### config.mk
export PLATFORM = sky130hd
export DESIGN_NAME = program_loader
export DESIGN_NICKNAME = d
export VERILOG_FILES = /design/src/rtl/program_loader_pkg.sv /design/src/rtl/program_loader_word_assembler.sv /design/src/rtl/program_loader.sv
export SDC_FILE = /design/constraint.sdc
export NUM_CORES = 1
export LEC_CHECK = 0
export ABC_AREA = 1
export BUFFER_PORTS_ARGS = -buffer_cell sky130_fd_sc_hd__clkbuf_2
export CAP_MARGIN = 20
export CORE_MARGIN = 2
export CORE_UTILIZATION = 35
export DETAILED_ROUTE_END_ITERATION = 7
export PLACE_DENSITY = 0.55
export SYNTH_ARGS = -nofsm -noshare
export SYNTH_HDL_FRONTEND = slang
export SYNTH_SLANG_ARGS = --single-unit
### constraint.sdc
create_clock -name clk_in -period 2.06 [get_ports clk_in]
set_input_delay 0.412 -clock clk_in [delete_from_list [all_inputs] [get_ports clk_in]]
set_output_delay 0.412 -clock clk_in [all_outputs]
set_load 0.05 [all_outputs]
### src/rtl/program_loader_pkg.sv
// rtl/program_loader_pkg.sv - shared state and error encodings for the instruction-memory loader
package program_loader_pkg;

    typedef logic [2:0] loader_state_t;

    localparam loader_state_t ST_IDLE    = 3'd0;
    localparam loader_state_t ST_LEN_LO  = 3'd1;
    localparam loader_state_t ST_LEN_HI  = 3'd2;
    localparam loader_state_t ST_PAYLOAD = 3'd3;
    localparam loader_state_t ST_CHECK   = 3'd4;
    localparam loader_state_t ST_DONE    = 3'd5;
    localparam loader_state_t ST_ERROR   = 3'd6;

    typedef logic [1:0] loader_err_t;

    localparam loader_err_t ERR_NONE    = 2'd0;
    localparam loader_err_t ERR_LEN     = 2'd1;
    localparam loader_err_t ERR_CSUM    = 2'd2;
    localparam loader_err_t ERR_TIMEOUT = 2'd3;

endpackage

### src/rtl/program_loader_word_assembler.sv
// rtl/program_loader_word_assembler.sv - packs payload bytes into little-endian words and keeps their running XOR
module program_loader_word_assembler (
    input  logic        clk_i,
    input  logic        rst_ni,
    input  logic        clear_i,
    input  logic        byte_en_i,
    input  logic [7:0]  byte_i,
    output logic [1:0]  lane_o,
    output logic [31:0] word_o,
    output logic [7:0]  xor_o,
    output logic        word_valid_o
);

    logic [1:0]  lane_q, lane_d;
    logic [31:0] word_q, word_d;
    logic [7:0]  xor_q, xor_d;
    logic        valid_q, valid_d;

    // Bytes enter at the top so the first byte of a word ends up in bits [7:0].
    always_comb begin
        lane_d  = lane_q;
        word_d  = word_q;
        xor_d   = xor_q;
        valid_d = 1'b0;
        if (clear_i) begin
            lane_d = '0;
            word_d = '0;
            xor_d  = '0;
        end else if (byte_en_i) begin
            word_d  = {byte_i, word_q[31:8]};
            lane_d  = lane_q + 2'd1;
            xor_d   = xor_q ^ byte_i;
            valid_d = (lane_q == 2'd3);
        end
    end

    always_ff @(posedge clk_i or negedge rst_ni) begin
        if (!rst_ni) begin
            lane_q  <= '0;
            word_q  <= '0;
            xor_q   <= '0;
            valid_q <= 1'b0;
        end else begin
            lane_q  <= lane_d;
            word_q  <= word_d;
            xor_q   <= xor_d;
            valid_q <= valid_d;
        end
    end

    assign lane_o       = lane_q;
    assign word_o       = word_q;
    assign xor_o        = xor_q;
    assign word_valid_o = valid_q;

endmodule

### src/rtl/program_loader.sv
// rtl/program_loader.sv - framed byte-stream loader that writes instruction memory and gates the CPU reset
module program_loader
    import program_loader_pkg::*;
#(
    parameter int MEM_DEPTH      = 4096,
    parameter int ADDR_W         = 12,
    parameter int TIMEOUT_CYCLES = 1_000_000
) (
    input  logic              clk_in,
    input  logic              rst_n_in,
    input  logic              start_in,
    input  logic [7:0]        byte_in,
    input  logic              byte_valid_in,
    output logic              byte_ready_out,
    output logic [31:0]       inst_out,
    output logic [ADDR_W-1:0] inst_addr_out,
    output logic              inst_we_out,
    output logic              cpu_rst_out,
    output logic              busy_out,
    output logic              done_out,
    output logic [1:0]        err_out
);

    localparam int TW = $clog2(TIMEOUT_CYCLES);

    loader_state_t     state_q, state_d;
    loader_err_t       err_q, err_d;
    logic [15:0]       len_q, len_d;
    logic [TW-1:0]     timer_q, timer_d;
    logic [ADDR_W-1:0] idx_q, idx_d;

    logic [1:0]  lane;
    logic [31:0] word;
    logic [7:0]  xsum;
    logic        word_valid;
    logic        accept;
    logic        byte_en;
    logic        timing;
    logic        last_word;
    logic [15:0] len_full;

    // CHECK withholds ready during the final word's strobe so the two never share a cycle.
    assign byte_ready_out = (state_q == ST_LEN_LO) || (state_q == ST_LEN_HI) ||
                            (state_q == ST_PAYLOAD) ||
                            ((state_q == ST_CHECK) && !word_valid);
    assign accept    = byte_valid_in && byte_ready_out && !start_in;
    assign byte_en   = accept && (state_q == ST_PAYLOAD);
    assign timing    = (state_q == ST_LEN_HI) || (state_q == ST_PAYLOAD) || (state_q == ST_CHECK);
    assign last_word = ((len_q - 16'd1) == 16'(idx_q));
    assign len_full  = {byte_in, len_q[7:0]};

    program_loader_word_assembler u_asm (
        .clk_i        (clk_in),
        .rst_ni       (rst_n_in),
        .clear_i      (start_in),
        .byte_en_i    (byte_en),
        .byte_i       (byte_in),
        .lane_o       (lane),
        .word_o       (word),
        .xor_o        (xsum),
        .word_valid_o (word_valid)
    );

    always_comb begin
        state_d = state_q;
        err_d   = err_q;
        len_d   = len_q;
        idx_d   = word_valid ? idx_q + ADDR_W'(1) : idx_q;
        timer_d = (timing && !accept) ? timer_q + TW'(1) : '0;
        if (start_in) begin
            state_d = ST_LEN_LO;
            err_d   = ERR_NONE;
            len_d   = '0;
            idx_d   = '0;
        end else begin
            case (state_q)
                ST_LEN_LO: if (accept) begin
                    len_d[7:0] = byte_in;
                    state_d    = ST_LEN_HI;
                end
                ST_LEN_HI: if (accept) begin
                    len_d = len_full;
                    if ((len_full == 16'd0) || ({1'b0, len_full} > 17'(MEM_DEPTH))) begin
                        state_d = ST_ERROR;
                        err_d   = ERR_LEN;
                    end else begin
                        state_d = ST_PAYLOAD;
                    end
                end
                ST_PAYLOAD: if (accept && (lane == 2'd3) && last_word) state_d = ST_CHECK;
                ST_CHECK: if (accept) begin
                    if (byte_in == xsum) begin
                        state_d = ST_DONE;
                    end else begin
                        state_d = ST_ERROR;
                        err_d   = ERR_CSUM;
                    end
                end
                ST_IDLE, ST_DONE, ST_ERROR: ;
                default: state_d = ST_IDLE;
            endcase
            if (timing && !accept && (timer_q == TW'(TIMEOUT_CYCLES - 1))) begin
                state_d = ST_ERROR;
                err_d   = ERR_TIMEOUT;
            end
        end
        if (state_d != state_q) timer_d = '0;
    end

    always_ff @(posedge clk_in or negedge rst_n_in) begin
        if (!rst_n_in) begin
            state_q <= ST_IDLE;
            err_q   <= ERR_NONE;
            len_q   <= '0;
            timer_q <= '0;
            idx_q   <= '0;
        end else begin
            state_q <= state_d;
            err_q   <= err_d;
            len_q   <= len_d;
            timer_q <= timer_d;
            idx_q   <= idx_d;
        end
    end

    assign inst_out      = word;
    assign inst_addr_out = idx_q;
    assign inst_we_out   = word_valid;
    assign cpu_rst_out   = (state_q != ST_DONE);
    assign done_out      = (state_q == ST_DONE);
    assign busy_out      = (state_q == ST_LEN_LO) || timing;
    assign err_out       = err_q;

endmodule

==> results.ini <==
[floorplan]
rows=44
die_x_um=125.4
core_mm2=0.01448
die_h_um=125.4
die_area_mm2=0.01573
initial_utilization_pct=35.63
io_pins=63

[sta]
fmax_mhz=421.0
hold_viol=0
slew_headroom_pct=53.42
post-route-period-util_pct=115.3
finClkSkew_ps=7.476
worst_slack_ps=-315.1
rsz0062_at_grt=true
slew_violations=0
worstMarginPinSlew_ps=694.1
hold_ws_ps=6.957
fin_crit_ps=2375
setup_viol=22

[placed_design]
detailedPlace.worstSlack_ps=-477.7
dp.cells=988
place_congestion=0.8938
port_buffers=62
hpwlAfterDp_um=10600

[min_path]
min_path_type=primary input to async pin

[detailed_routing]
drtIter0Drc=224
wl_per_cell_um=14.22
via_per_inst=4.953
drt_first_pass_iters=4
num_vias=4998
drc=0
route.final.wire_length_um=14350
drtAntennaViolNets=0

[power]
p_leak_nw=3.350
vdd_ir_drop_max_mv=0.4033
total_power_mw=6.832
power.density_mw_per_mm2=990.4

[yosys]
synth_area_leaders=dfrtp_1 47%, nand2_1 9.8%, inv_1 7.0%
synth.cell_area_mm2=0.005159
synth_xor_area_share_pct=3.396
ys_types=36
yosysTopAreaCellShare_pct=46.57
muxShareOfSynthArea_pct=0
synth-simple-area-share_pct=28.67
yosysSeqAreaShare_pct=46.57
synth_fa_ha_area_share_pct=0.9702
yosysTopAreaCell=dfrtp_1
synthCells=667
syn-num-nets=683
yosys_warnings=0
synth_compound_area_share_pct=11.40
yosys_register_bits=96
synth_top_family_by_area=simple AND/OR/NAND/NOR gates
syn_avg_cell_area_um2=7.734

[cts]
cts_tree=built
htree_num_levels=3
clock_path_buffers=2
cts_num_sinks=96
postCtsHoldBufs=0
cts_root_buffer=clkbuf_16
cts_buffers=9
clkTransAtPathRegs_ps=70
clk_latency_ps=350

[global_routing]
antenna_found_initial=0
grt_max_degree=47
grt_pass1_wl_um=24330
grt_pass1_vias=5068
grt_overflow_total=0
grt_util_all_layers_pct=18.97

[setup_path]
cp-start-kind=flip-flop
reg2reg_slack_ps=-320
crit_path_frequent_cell=nand2_2
critical_path_buf_inv_count=3
critical_path_peak_fanout=6
worst_ep_required_time_ps=2300
slowest_delay_ps=390
path_cells=inv_2 > ha_4 > nand2_2 > inv_2 > nor2_1 > nand2_1 > nor2_2 > nand2_1 > nor2_2 > nand2_2 > nor2_4 > nand2_2 > nand2_2 > nand2_2 > nand2_2 > nand2_2 > nand2_2 > nand2_2 > nand3_4 > buf_8 > nor2_2
worstSetupPathType=flip-flop to flip-flop
crit_family=simple AND/OR/NAND/NOR gates
crit_slowest_cell=dfrtp_1
cp_data_arrival_time_ps=2610
cp-end-kind=flip-flop

[finish]
drive_gt1_share_pct=30.91
multi_input_area_mm2=0.002471
ff_latch_area_mm2=0.002404
fillers=1420
instances_no_fill=1009
diodes=0
fin_util_pct=47.64
finalNetCount=837
synthToLayoutAreaGrowth_pct=33.71

[run]
drv_cap=0

[status]
status=finished, violations left
violations=setup timing

cell usage in the layout, fill, tap and decap left out, types with 28 or more instances in the layout:
cell      netlist  routed
o21ai_0        35      34
buf_4           0      91
inv_1          96      90
dfrtp_1        96      95
nand3_1        52      50
clkbuf_2        0      59
nor2_1         70      57
nand2_1       134     120
o22ai_1        40      40
nor2_2         23      28
metrics by stage:
step / TNS [ps] / instance area (um2)
CTS: -6653 / 6827
global route: -10900 / 6898
global placement: -8990 / 6380
finish: -6373 / 6898
floorplan: -3328 / 5175
detailed placement: -9806 / 6380
timing repair:
item                                    CTS  global route
endpoints found under the setup margin   26            42
gates resized for setup                  27            37
cloned                                    1             0
buffers inserted                          6             3
pin swaps                                12            23
final cells by class:
class                           count  area share [%]
Multi-Input combinational cell    452           35.82
Sequential cell                    96           34.84
Timing Repair Buffer              160           16.43
Inverter                          102           5.551
Tap cell                          184           3.338
Clock buffer                        9           3.265
Clock inverter                      6          0.7437
synth_stat cells:
cell type	instances
nor2_1	70
nor3b_1	1
clkbuf_1	12
buf_2	2
or2_2	4
o31ai_1	2
buf_1	1
nor3_1	9
nand4_1	12
nand3_4	1
and2_1	2
dfrtp_1	96
nand3b_1	7
o21ai_2	1
inv_1	96
o21ai_0	35
nor2_2	23
a31oi_1	1
a31o_2	1
a21oi_1	16
buf_6	2
o22ai_1	40
nand3_2	3
ha_1	4
xnor2_1	10
nor4_1	5
o21ai_1	4
nand3_1	52
o21bai_1	1
a221oi_1	1
or2_0	1
inv_2	6
o211ai_1	1
nand2_1	134
xor2_1	10
nand2_2	1
cell families (layout without fill, tap and decap cells):
kind of cell,after synthesis,in the layout
adders and majority gates,4,4
AOI/OAI and AO/OA,103,103
DFF,96,96
buffers and inverters,119,277
xor gates and xnor gates,20,20
and+or+nand+nor,325,325
routing by layer:
| metal | GRT usage, % | part of all wire, % |
|---|---|---|
| met1 | 25.86 | 48 |
| met2 | 30.75 | 46 |
| met3 | 3.209 | 4.6 |
| met4 | 6.405 | 2.0 |
| met5 | 0 | 0 |
final timing paths:
path | start | end | cells after the start
setup / recovery | len_q[0] | timer_q[5] | 21
setup reg to reg | len_q[0] | timer_q[5] | 21
hold / removal | rst_n_in | inst_addr_out[10] | 1
max in group asynchronous | rst_n_in | err_out[1] | 2
hold reg to reg | u_asm.lane_o[1] | u_asm.lane_o[1] | 2
min in group clk_in | start_in | u_asm.lane_o[0] | 3
report_power, final:
part           leakage [nW]  switching [mW]  internal [mW]  total (mW)
Sequential             1.33          0.0963           2.00        2.09
Clock                 0.139           0.780          0.834        1.61
Combinational          1.89            1.80           1.33        3.12
Total                  3.35            2.67           4.16        6.83
sequential cells by signal (all words and copies together) (netlist names):
signal              cells
inst_addr_out          12
timer_q                20
state_q                 3
u_asm.lane_o            2
u_asm.word_valid_o      1
u_asm.word_o           32
len_q                  16
u_asm.xor_o             8
err_out                 2
worst register-to-register path, cell delays in order, from the launching register on:
cell and delay [ps]:
dfrtp_1 390, inv_2 80, ha_4 200, nand2_2 60
inv_2 30, nor2_1 70, nand2_1 60, nor2_2 150
nand2_1 80, nor2_2 140, nand2_2 90, nor2_4 130
nand2_2 60, nand2_2 70, nand2_2 50, nand2_2 90
nand2_2 60, nand2_2 80, nand2_2 60, nand3_4 130
buf_8 150, nor2_2 40
No activity file was read; power rests on OpenSTA's default activity.
